## src/rtl/axi_stream_extract_header.sv

```systemverilog
// Strips a 1..S byte header from the front of each AXI-Stream packet, emits it on a
// side channel (right-aligned) and re-aligns the remaining payload MSB-first.

module axi_stream_extract_header_lane (
  input  logic [7:0] byte_in,
  input  logic       keep,
  output logic [7:0] byte_out
);
  assign byte_out = keep ? byte_in : 8'h00;
endmodule

module axi_stream_extract_header #(
  parameter int DATA_WIDTH      = 32,
  parameter int DATA_BYTE_WIDTH = DATA_WIDTH/8,
  parameter int BYTE_CNT_WIDTH  = $clog2(DATA_BYTE_WIDTH)
) (
  input  logic                       clk,
  input  logic                       rst_n,
  input  logic                       valid_in,
  input  logic [DATA_WIDTH-1:0]      data_in,
  input  logic [DATA_BYTE_WIDTH-1:0] keep_in,
  input  logic                       last_in,
  output logic                       ready_in,
  output logic                       valid_out,
  output logic [DATA_WIDTH-1:0]      data_out,
  output logic [DATA_BYTE_WIDTH-1:0] keep_out,
  output logic                       last_out,
  input  logic                       ready_out,
  input  logic                       valid_extract,
  input  logic [BYTE_CNT_WIDTH-1:0]  byte_extract_cnt,
  output logic                       ready_extract,
  output logic                       valid_header,
  output logic [DATA_WIDTH-1:0]      data_header,
  output logic [DATA_BYTE_WIDTH-1:0] keep_header,
  input  logic                       ready_header,
  output logic                       err_short
);
  localparam int S  = DATA_BYTE_WIDTH;
  localparam int DW = DATA_WIDTH;
  localparam int CW = $clog2(S+1);

  typedef enum logic [1:0] {IDLE, FIRST, BODY, FLUSH} state_t;

  function automatic logic [S-1:0] top_mask(input int n);
    logic [S-1:0] ones;
    ones = '1;
    return ~(ones >> n);
  endfunction

  function automatic logic [S-1:0] low_mask(input int n);
    logic [S-1:0] ones;
    ones = '1;
    return ~(ones << n);
  endfunction

  state_t        state_q, state_d;
  logic [CW-1:0] hlen_q, hlen_d;
  logic [CW-1:0] flush_n_q, flush_n_d;
  logic [DW-1:0] resid_q, resid_d;
  logic          valid_out_q, valid_out_d;
  logic [DW-1:0] data_out_q, data_out_d;
  logic [S-1:0]  keep_out_q, keep_out_d;
  logic          last_out_q, last_out_d;
  logic          valid_header_q, valid_header_d;
  logic [DW-1:0] data_header_q, data_header_d;
  logic [S-1:0]  keep_header_q, keep_header_d;
  logic          err_q, err_d;

  logic [S-1:0][7:0] data_m_b;
  logic [DW-1:0]     data_m;
  logic [DW-1:0]     hdr_part, res_part;
  logic [CW-1:0]     k_in;
  logic              out_free, hdr_free, ready_in_c, ready_extract_c;
  int                p_len, tot_len;

  // Invalid input bytes are zeroed up front so every shifted view is already clean.
  for (genvar i = 0; i < S; i++) begin : g_lane
    axi_stream_extract_header_lane u_lane (
      .byte_in  (data_in[i*8 +: 8]),
      .keep     (keep_in[i]),
      .byte_out (data_m_b[i])
    );
  end
  assign data_m = data_m_b;

  // Top H bytes right-aligned, and the low S-H bytes moved up to the MSB end.
  assign hdr_part = data_m >> ((S - int'(hlen_q)) * 8);
  assign res_part = data_m << (int'(hlen_q) * 8);

  always_comb begin
    k_in = '0;
    for (int i = 0; i < S; i++) k_in = k_in + CW'(keep_in[i]);
  end

  always_comb begin
    state_d         = state_q;
    hlen_d          = hlen_q;
    flush_n_d       = flush_n_q;
    resid_d         = resid_q;
    out_free        = !valid_out_q || ready_out;
    hdr_free        = !valid_header_q || ready_header;
    valid_out_d     = valid_out_q && !ready_out;
    data_out_d      = data_out_q;
    keep_out_d      = keep_out_q;
    last_out_d      = last_out_q;
    valid_header_d  = valid_header_q && !ready_header;
    data_header_d   = data_header_q;
    keep_header_d   = keep_header_q;
    err_d           = 1'b0;
    ready_in_c      = 1'b0;
    ready_extract_c = 1'b0;
    p_len           = int'(k_in) - int'(hlen_q);
    tot_len         = S - int'(hlen_q) + int'(k_in);
    unique case (state_q)
      IDLE: begin
        ready_extract_c = 1'b1;
        if (valid_extract) begin
          hlen_d  = CW'(byte_extract_cnt) + CW'(1);
          state_d = FIRST;
        end
      end
      FIRST: begin
        ready_in_c = out_free && hdr_free;
        if (valid_in && ready_in_c) begin
          valid_header_d = 1'b1;
          data_header_d  = hdr_part;
          keep_header_d  = low_mask(int'(hlen_q));
          resid_d        = res_part;
          if (last_in) begin
            state_d = IDLE;
            if (p_len > 0) begin
              valid_out_d = 1'b1;
              data_out_d  = res_part;
              keep_out_d  = top_mask(p_len);
              last_out_d  = 1'b1;
            end else if (p_len < 0) begin
              err_d = 1'b1;
            end
          end else begin
            state_d = BODY;
          end
        end
      end
      BODY: begin
        ready_in_c = out_free;
        if (valid_in && ready_in_c) begin
          valid_out_d = 1'b1;
          data_out_d  = resid_q | hdr_part;
          resid_d     = res_part;
          keep_out_d  = '1;
          last_out_d  = 1'b0;
          if (last_in) begin
            if (tot_len <= S) begin
              keep_out_d = top_mask(tot_len);
              last_out_d = 1'b1;
              state_d    = IDLE;
            end else begin
              // Tail spills past one beat: the leftover k-H bytes go out next.
              flush_n_d = CW'(p_len);
              state_d   = FLUSH;
            end
          end
        end
      end
      FLUSH: begin
        if (out_free) begin
          valid_out_d = 1'b1;
          data_out_d  = resid_q;
          keep_out_d  = top_mask(int'(flush_n_q));
          last_out_d  = 1'b1;
          state_d     = IDLE;
        end
      end
      default: state_d = IDLE;
    endcase
  end

  always_ff @(posedge clk or negedge rst_n) begin
    if (!rst_n) begin
      state_q        <= IDLE;
      hlen_q         <= '0;
      flush_n_q      <= '0;
      resid_q        <= '0;
      valid_out_q    <= 1'b0;
      data_out_q     <= '0;
      keep_out_q     <= '0;
      last_out_q     <= 1'b0;
      valid_header_q <= 1'b0;
      data_header_q  <= '0;
      keep_header_q  <= '0;
      err_q          <= 1'b0;
    end else begin
      state_q        <= state_d;
      hlen_q         <= hlen_d;
      flush_n_q      <= flush_n_d;
      resid_q        <= resid_d;
      valid_out_q    <= valid_out_d;
      data_out_q     <= data_out_d;
      keep_out_q     <= keep_out_d;
      last_out_q     <= last_out_d;
      valid_header_q <= valid_header_d;
      data_header_q  <= data_header_d;
      keep_header_q  <= keep_header_d;
      err_q          <= err_d;
    end
  end

  // Gated so every output, including the IDLE-state ready, reads 0 while in reset.
  assign ready_extract = ready_extract_c && rst_n;
  assign ready_in      = ready_in_c;
  assign valid_out     = valid_out_q;
  assign data_out      = data_out_q;
  assign keep_out      = keep_out_q;
  assign last_out      = last_out_q;
  assign valid_header  = valid_header_q;
  assign data_header   = data_header_q;
  assign keep_header   = keep_header_q;
  assign err_short     = err_q;

endmodule

```

## config.mk

```make
export PLATFORM = sky130hd
export DESIGN_NAME = axi_stream_extract_header
export DESIGN_NICKNAME = d
export VERILOG_FILES = /design/src/rtl/axi_stream_extract_header.sv
export SDC_FILE = /design/constraint.sdc
export NUM_CORES = 1
export LEC_CHECK = 0
export BUFFER_PORTS_ARGS = -buffer_cell sky130_fd_sc_hd__buf_2
export CAP_MARGIN = 25
export CORE_MARGIN = 3
export CORE_UTILIZATION = 40
export DETAILED_ROUTE_END_ITERATION = 7
export GPL_TIMING_DRIVEN = 0
export REMOVE_ABC_BUFFERS = 1
export SETUP_SLACK_MARGIN = 0.02
export SLEW_MARGIN = 20
export SYNTH_ARGS = -nofsm -noshare
export SYNTH_HDL_FRONTEND = slang
export SYNTH_SLANG_ARGS = --single-unit
```

## constraint.sdc

```tcl
create_clock -name clk -period 4.85 [get_ports clk]
set_input_delay 0.97 -clock clk [delete_from_list [all_inputs] [get_ports clk]]
set_output_delay 0.97 -clock clk [all_outputs]
set_load 0.02 [all_outputs]
```

==> run summary, run 1 <==
clk_skew: 0.00970 ns
CP Data Required Time: 5.15 ns
DR iter-0 viols: 432
vias in the first global route: 6360
final worst-path cycle share: 0.939
worst r2r dst: flush_n_q[2]$_DFFE_PN0P_
share of power burned in registers: 0.282
clock-pin slew on the worst setup and hold paths: 0.05 ns
Multi-input gate area: 0.00355 mm²
PortBufs: 122
crit path to: data_out[18]$_DFFE_PN0P_
number of enable flip-flop cells after synthesis: 0
gr ovfl total: 0
final antenna-violating net count: 0
unrepaired setup endpoints after global routing: false
Simple-Gate Fraction of Synth Area: 0.168
reg-to-reg slack, setup: 0.43 ns
Tot GR Track Use: 0.229
worst vdd ir: 0.284 mV
status: finished, final reports clean
placeable core area: 0.0162 mm²
Total Power: 6.00 mW
Worst-Skew Late Latency: 0.42 ns
combinational share of power: 0.515
power per cell area: 740 mW/mm²
syn avg cell area: 9.06 µm²
r2r worst-path depth: 9
layout cells sized above 1: 0.238
Total Wirelength: 20800 µm
Worst Hold Class: register to register
setup violators final: 0
P_int: 3.32 mW
CP endpoint kind: register
Tmin final: 4.55 ns
Initial Util: 0.417
fraction of registers with async set/reset: 1.00
hold_buf cts: 0
Critical path origin: keep_in[3]
CP max FO: 30
Synth Cell Area: 0.00677 mm²
ys flop type: dfrtp_1
P_sw: 2.68 mW
routed vias/inst: 5.96
mux share of post-synthesis cell area: 0.0516
Num CTS Buffers: 17
crit start category: input pin
DP Area: 0.00753 mm²
Filler Cell Count: 1556
Final GP Congestion: 0.872
cell leakage power: 3.76 nW
final hold slack: 0.468 ns
max frequency: 220 MHz
die width: 136 µm
clock tree root buffer cell: clkbuf_16
WP data arrival: 4.85 ns
most frequent cells in the layout: nand2_1 (125), buf_2 (121), dfrtp_1 (113)
combinational family with the most area after synthesis: compound AO/OA/AOI/OAI gates
Residual DRC: 0
Synth area leader: dfrtp_1
Finished Cell Area: 0.00811 mm²
post-synthesis compound-gate area fraction: 0.258
nets: 902
Net Sw Frac: 0.447
Clk pwr share: 0.204
Worst Tran Pin Value: 1.05 ns
Worst slew margin: 0.301
post-synthesis sequential area ratio: 0.429
RR Startpoint: hlen_q[1]$_DFFE_PN0P_
DR pass1 iterations: 5
Post-CTS Setup Inserts: 0
final core occ: 0.499
Synth Area in XOR/XNOR: 0.00388
wire length per cell: 19.5 µm
Ports: 123
first-pass GRT wire length: 33100 µm
Synth cell types: 65
final hold viol count: 0
Reg area: 0.00291 mm²
TritonCTS clock tree: done
die height: 136 µm
Setup CP Type: input pin to register
initial antenna violation count: 2
Synth Area in Adders: 0.0403
Yosys top cell area share: 0.429
Post-CTS Resized: 0
HPWL Detailed: 15000 µm
via count: 6363
Ys Warns: 0
row count: 46
Syn Inst Count: 747
Die Area: 0.0185 mm²
Final Slew Violations: 0
Max clock buf depth: 2
most common cell after layout, fill and taps aside: nand2_1
H-tree Lvls: 4
synthesized flop and latch total: 116
area grow syn2layout: 19.8%
largest net degree at the start of global routing: 74
Synth area leaders: dfrtp_1 (43%), nand2_1 (6.9%), mux2_2 (5.2%)
max-cap viol count: 0
clk sinks: 116
worst min path at each step:
stage | start | endpoint | slack [ns] | cells past startpoint
floorplan | resid_q[0]$_DFFE_PN0P_ | resid_q[0]$_DFFE_PN0P_ | 0.45 | 2
global placement | keep_header[0]$_DFFE_PN0P_ | keep_header[0]$_DFFE_PN0P_ | 0.46 | 2
CTS | rst_n | keep_out[3]$_DFFE_PN0P_ | 0.48 | 1
detailed placement | data_header[8]$_DFFE_PN0P_ | data_header[8]$_DFFE_PN0P_ | 0.46 | 2
finish | data_header[4]$_DFFE_PN0P_ | data_header[4]$_DFFE_PN0P_ | 0.47 | 2
global route | data_header[0]$_DFFE_PN0P_ | data_header[0]$_DFFE_PN0P_ | 0.49 | 1
worst max-delay path, cell delays in order:
cell,delay (ns)
buf_2,0.45
fa_1,0.52
ha_1,0.31
inv_1,0.06
ha_1,0.17
inv_1,0.07
fa_1,0.43
xor2_1,0.23
o32ai_1,0.17
a2111oi_4,0.57
buf_4,0.30
buf_4,0.23
mux2_2,0.35
metrics by stage:
| step | cells | setup WS, ns | TNS, ns |
|---|---|---|---|
| final | 1067 | 0.296 | 0 |
| after global routing | 1066 | 0.0930 | 0 |
| after CTS | 1066 | 0.329 | 0 |
| after detailed placement | 1034 | -0.0972 | -1.21 |
| after global placement | 1027 | -1.65 | -57.10 |
| after floorplan | 689 | -0.130 | -1.99 |
cell type report:
class	instances	share of cell area
Tap cell	216	0.0333
Sequential cell	116	0.359
Antenna cell	1	0.000309
Multi-Input combinational cell	551	0.438
Clock inverter	9	0.0128
Inverter	22	0.0102
Clock buffer	23	0.0577
Timing Repair Buffer	129	0.0891
metal layers:
layer / track usage / wire length [µm]
met1: 0.297 / 8640
met2: 0.369 / 10000
met3: 0.0577 / 1700
met4: 0.0862 / 416
met5: 0 / 18
power by group through the flow:
stage	Sequential (mW)	Clock (mW)	Combinational, mW
floorplan	1.96	0	1.76
global placement	1.72	0	2.91
detailed placement	1.70	0	3.08
CTS	1.69	1.24	3.09
global route	1.74	1.29	3.39
finish	1.69	1.22	3.09
synth_stat cells, types with 4 or more instances:
| cell type | number |
|---|---|
| a211o_1 | 15 |
| a211oi_1 | 9 |
| a21o_1 | 9 |
| a21oi_1 | 40 |
| a221oi_1 | 6 |
| a22oi_1 | 6 |
| a311oi_1 | 16 |
| a31oi_1 | 12 |
| and2_1 | 6 |
| and3_1 | 8 |
| buf_1 | 4 |
| buf_2 | 15 |
| clkbuf_1 | 36 |
| dfrtp_1 | 116 |
| ha_1 | 17 |
| inv_1 | 20 |
| mux2_2 | 31 |
| nand2_1 | 125 |
| nand2b_1 | 10 |
| nand3_1 | 19 |
| nand3b_1 | 17 |
| nor2_1 | 39 |
| nor2b_1 | 5 |
| o211ai_1 | 6 |
| o21ai_0 | 64 |
| o21bai_1 | 6 |
| o22a_1 | 8 |
| o22ai_1 | 7 |
| o311a_1 | 6 |
| o311ai_0 | 6 |
| o31ai_1 | 8 |
flip-flops by register name, indices dropped and copies added, names as in the netlist:
| signal | flops |
|---|---|
| resid_q | 32 |
| data_out | 32 |
| valid_out | 1 |
| hlen_q | 3 |
| data_header | 32 |
| flush_n_q | 3 |
| keep_header | 4 |
| valid_header | 1 |
| state_q | 2 |
| err_short | 1 |
| keep_out | 4 |
| last_out | 1 |
cells by family (layout without fill, tap and decap cells):
kind of cell / after synthesis / after routing
AOI/OAI and AO/OA: 252 / 252
xor gates and xnor gates: 3 / 3
other: 0 / 1
DFF: 116 / 116
buffers and inverters: 80 / 183
adders and majority gates: 20 / 20
muxes: 31 / 31
and+or+nand+nor: 245 / 245
Note: power is estimated with default switching activity, not from simulation.
==> run 2: changes to the inputs <==
--- a/config.mk
+++ b/config.mk
@@ -7,12 +7,14 @@
 export LEC_CHECK = 0
 export BUFFER_PORTS_ARGS = -buffer_cell sky130_fd_sc_hd__buf_2
 export CAP_MARGIN = 25
+export CORE_ASPECT_RATIO = 0.8
 export CORE_MARGIN = 3
 export CORE_UTILIZATION = 40
 export DETAILED_ROUTE_END_ITERATION = 7
 export GPL_TIMING_DRIVEN = 0
 export REMOVE_ABC_BUFFERS = 1
 export SETUP_SLACK_MARGIN = 0.02
+export SKIP_LAST_GASP = 1
 export SLEW_MARGIN = 20
 export SYNTH_ARGS = -nofsm -noshare
 export SYNTH_HDL_FRONTEND = slang
==> run 2 against run 1 <==
Power rose by 0.60%. Die area hardly changed. Routed wire length is 4.6% higher. Via count grew 0.50%. Combinational power rose by 3%. Register-to-register slack better by 0.03 ns. Final area is essentially flat. Fmax fell by 1.5%. Sequential share of layout area about the same. Critical path type unchanged. Largest cell class unchanged.
==> run summary, run 2 (synthesized netlist as in run 1, its figures left out) <==
clk_skew: 0.00852 ns (was 0.00970 ns)
cell leakage power: 3.78 nW (was 3.76 nW)
Num CTS Buffers: 17 (unchanged)
Post-CTS Setup Inserts: 0 (unchanged)
Critical path origin: keep_in[3] (unchanged)
status: finished, final reports clean (unchanged)
WP data arrival: 4.92 ns (was 4.85 ns)
max-cap viol count: 0 (unchanged)
placed cells: 1034 (unchanged)
row count: 41 (was 46)
Net Sw Frac: 0.453 (was 0.447)
max frequency: 216 MHz (was 220 MHz)
Max clock buf depth: 2 (unchanged)
Clk pwr share: 0.197 (was 0.204)
PortBufs: 122 (unchanged)
Worst Hold Class: register to register (unchanged)
worst r2r dst: last_out$_DFFE_PN0P_ (was flush_n_q[2]$_DFFE_PN0P_)
P_int: 3.30 mW (was 3.32 mW)
vias in the first global route: 6113 (was 6360)
area grow syn2layout: 19.9% (was 19.8%)
HPWL Detailed: 15600 µm (was 15000 µm)
layout cells sized above 1: 0.239 (was 0.238)
setup TNS: 0 ns (unchanged)
crit path buf inv count: 5 (unchanged)
setup violators final: 0 (unchanged)
Die Area: 0.0185 mm² (about the same)
final antenna-violating net count: 0 (unchanged)
met1 wire length: 9860 µm (was 8640 µm)
largest net degree at the start of global routing: 63 (was 74)
nets: 905 (was 902)
H-tree Lvls: 4 (unchanged)
Ports: 123 (unchanged)
Setup CP Type: input pin to register (unchanged)
reg-to-reg slack, setup: 0.46 ns (was 0.43 ns)
gr ovfl total: 0 (unchanged)
clock-pin slew on the worst setup and hold paths: 0.05 ns (about the same)
RR Startpoint: hlen_q[1]$_DFFE_PN0P_ (unchanged)
Initial Util: 0.419 (was 0.417)
Worst-Skew Late Latency: 0.42 ns (about the same)
diode count: 0 (was 1)
hold_buf cts: 0 (unchanged)
max layer used: met4 (was met5)
crit start category: input pin (unchanged)
CP Data Required Time: 5.15 ns (about the same)
via count: 6395 (was 6363)
TritonCTS clock tree: done (unchanged)
final worst-path cycle share: 0.954 (was 0.939)
Filler Cell Count: 1531 (was 1556)
Worst Tran Pin Value: 0.909 ns (was 1.05 ns)
r2r worst-path depth: 9 (unchanged)
Tmin final: 4.62 ns (was 4.55 ns)
DR iter-0 viols: 748 (was 432)
clock tree root buffer cell: clkbuf_16 (unchanged)
Tot GR Track Use: 0.240 (was 0.229)
clk sinks: 116 (unchanged)
share of power burned in registers: 0.277 (was 0.282)
P_sw: 2.74 mW (was 2.68 mW)
most common cell after layout, fill and taps aside: nand2_1 (unchanged)
routed vias/inst: 5.99 (was 5.96)
DP Area: 0.00753 mm² (about the same)
die height: 122 µm (was 136 µm)
Final GP Congestion: 0.957 (was 0.872)
final hold viol count: 0 (unchanged)
first-pass GRT wire length: 34200 µm (was 33100 µm)
Residual DRC: 0 (unchanged)
critical path's slowest cell: a2111oi_4 (unchanged)
Finished Cell Area: 0.00811 mm² (about the same)
CP endpoint kind: register (unchanged)
critical path depth: 13 (unchanged)
combinational share of power: 0.526 (was 0.515)
Total Power: 6.04 mW (was 6.00 mW)
Total Wirelength: 21700 µm (was 20800 µm)
Max stage delay on crit path: 0.60 ns (was 0.57 ns)
CP top delay family: adder cells (unchanged)
metal3 WL: 1840 µm (was 1700 µm)
wire length per cell: 20.4 µm (was 19.5 µm)
most frequent cells in the layout: nand2_1 (125), buf_2 (121), dfrtp_1 (114) (was nand2_1 (125), buf_2 (121), dfrtp_1 (113))
CP max FO: 30 (unchanged)
placeable core area: 0.0162 mm² (about the same)
Routed met2 length: 9680 µm (was 10000 µm)
worst vdd ir: 0.378 mV (was 0.284 mV)
Worst slew margin: 0.390 (was 0.301)
initial antenna violation count: 0 (was 2)
DR pass1 iterations: 5 (unchanged)
unrepaired setup endpoints after global routing: false (unchanged)
CP Cell Sequence: buf_2 -> fa_1 -> ha_1 -> inv_1 -> ha_1 -> inv_1 -> fa_1 -> xor2_1 -> o32ai_1 -> a2111oi_4 -> buf_4 -> buf_4 -> mux2_2 (unchanged)
Post-CTS Resized: 0 (unchanged)
die width: 151 µm (was 136 µm)
crit path to: data_out[26]$_DFFE_PN0P_ (was data_out[18]$_DFFE_PN0P_)
Final Slew Violations: 0 (unchanged)
Non-Filler Instances: 1067 (unchanged)
power per cell area: 744 mW/mm² (was 740 mW/mm²)
run 2: changes by cell type in the layout (fill, tap and decap cells not counted), sizes merged:
cell | before | now
diode | 1 | 0
buf | 129 | 132
clkinv | 6 | 9
clkbuf | 23 | 19
run 2: final cells by class:
type | count | area [µm²] | share of cell area
Inverter | 22 | 82.6 | 0.0102
Multi-Input combinational cell | 551 | 3540 | 0.437
Clock buffer | 19 | 433 | 0.0534
Sequential cell | 116 | 2910 | 0.358
Timing Repair Buffer | 132 | 763 | 0.0941
Clock inverter | 12 | 115 | 0.0142
Tap cell | 215 | 269 | 0.0332
run 2: how the worst min path moves through the flow:
stage / from / to / cells past startpoint / slack (ns)
floorplan: resid_q[0]$_DFFE_PN0P_ / resid_q[0]$_DFFE_PN0P_ / 2 / 0.45
global placement: keep_header[2]$_DFFE_PN0P_ / keep_header[2]$_DFFE_PN0P_ / 2 / 0.46
detailed placement: data_header[11]$_DFFE_PN0P_ / data_header[11]$_DFFE_PN0P_ / 2 / 0.46
CTS: data_header[11]$_DFFE_PN0P_ / data_header[11]$_DFFE_PN0P_ / 2 / 0.48
global route: resid_q[1]$_DFFE_PN0P_ / resid_q[1]$_DFFE_PN0P_ / 2 / 0.50
finish: data_header[11]$_DFFE_PN0P_ / data_header[11]$_DFFE_PN0P_ / 2 / 0.47
run 2: power by group through the flow:
stage,logic (mW),registers [mW],clock network [mW]
floorplan,1.76,1.96,0
global placement,2.89,1.72,0
detailed placement,3.08,1.70,0
CTS,3.11,1.69,1.21
global route,3.46,1.72,1.26
finish,3.18,1.67,1.19
run 2: layer usage:
layer / GRT usage / vias up
li1: - / 2928
met1: 0.347 / 3127
met2: 0.356 / 305
met3: 0.0594 / 35
met4: 0.0685 / 0
met5: 0 / -
run 2: worst register-to-register path, cell delays in order (launching register included):
cell      delay, ns
dfrtp_2        0.86
inv_1          0.43
ha_1           0.83
inv_1          0.23
fa_1           0.63
nand2b_1       0.09
o2111a_1       0.15
a221o_1        0.34
o21ai_0        0.52
mux2_2         0.26
run 2: through the flow:
stage | setup WS (ns) | hold slack, ns | util
floorplan | -0.130 | 0.450 | -
global placement | -1.72 | 0.458 | 0.458
detailed placement | -0.137 | 0.462 | 0.466
CTS | 0.281 | 0.476 | 0.500
global route | 0.0209 | 0.503 | 0.502
finish | 0.225 | 0.470 | 0.502
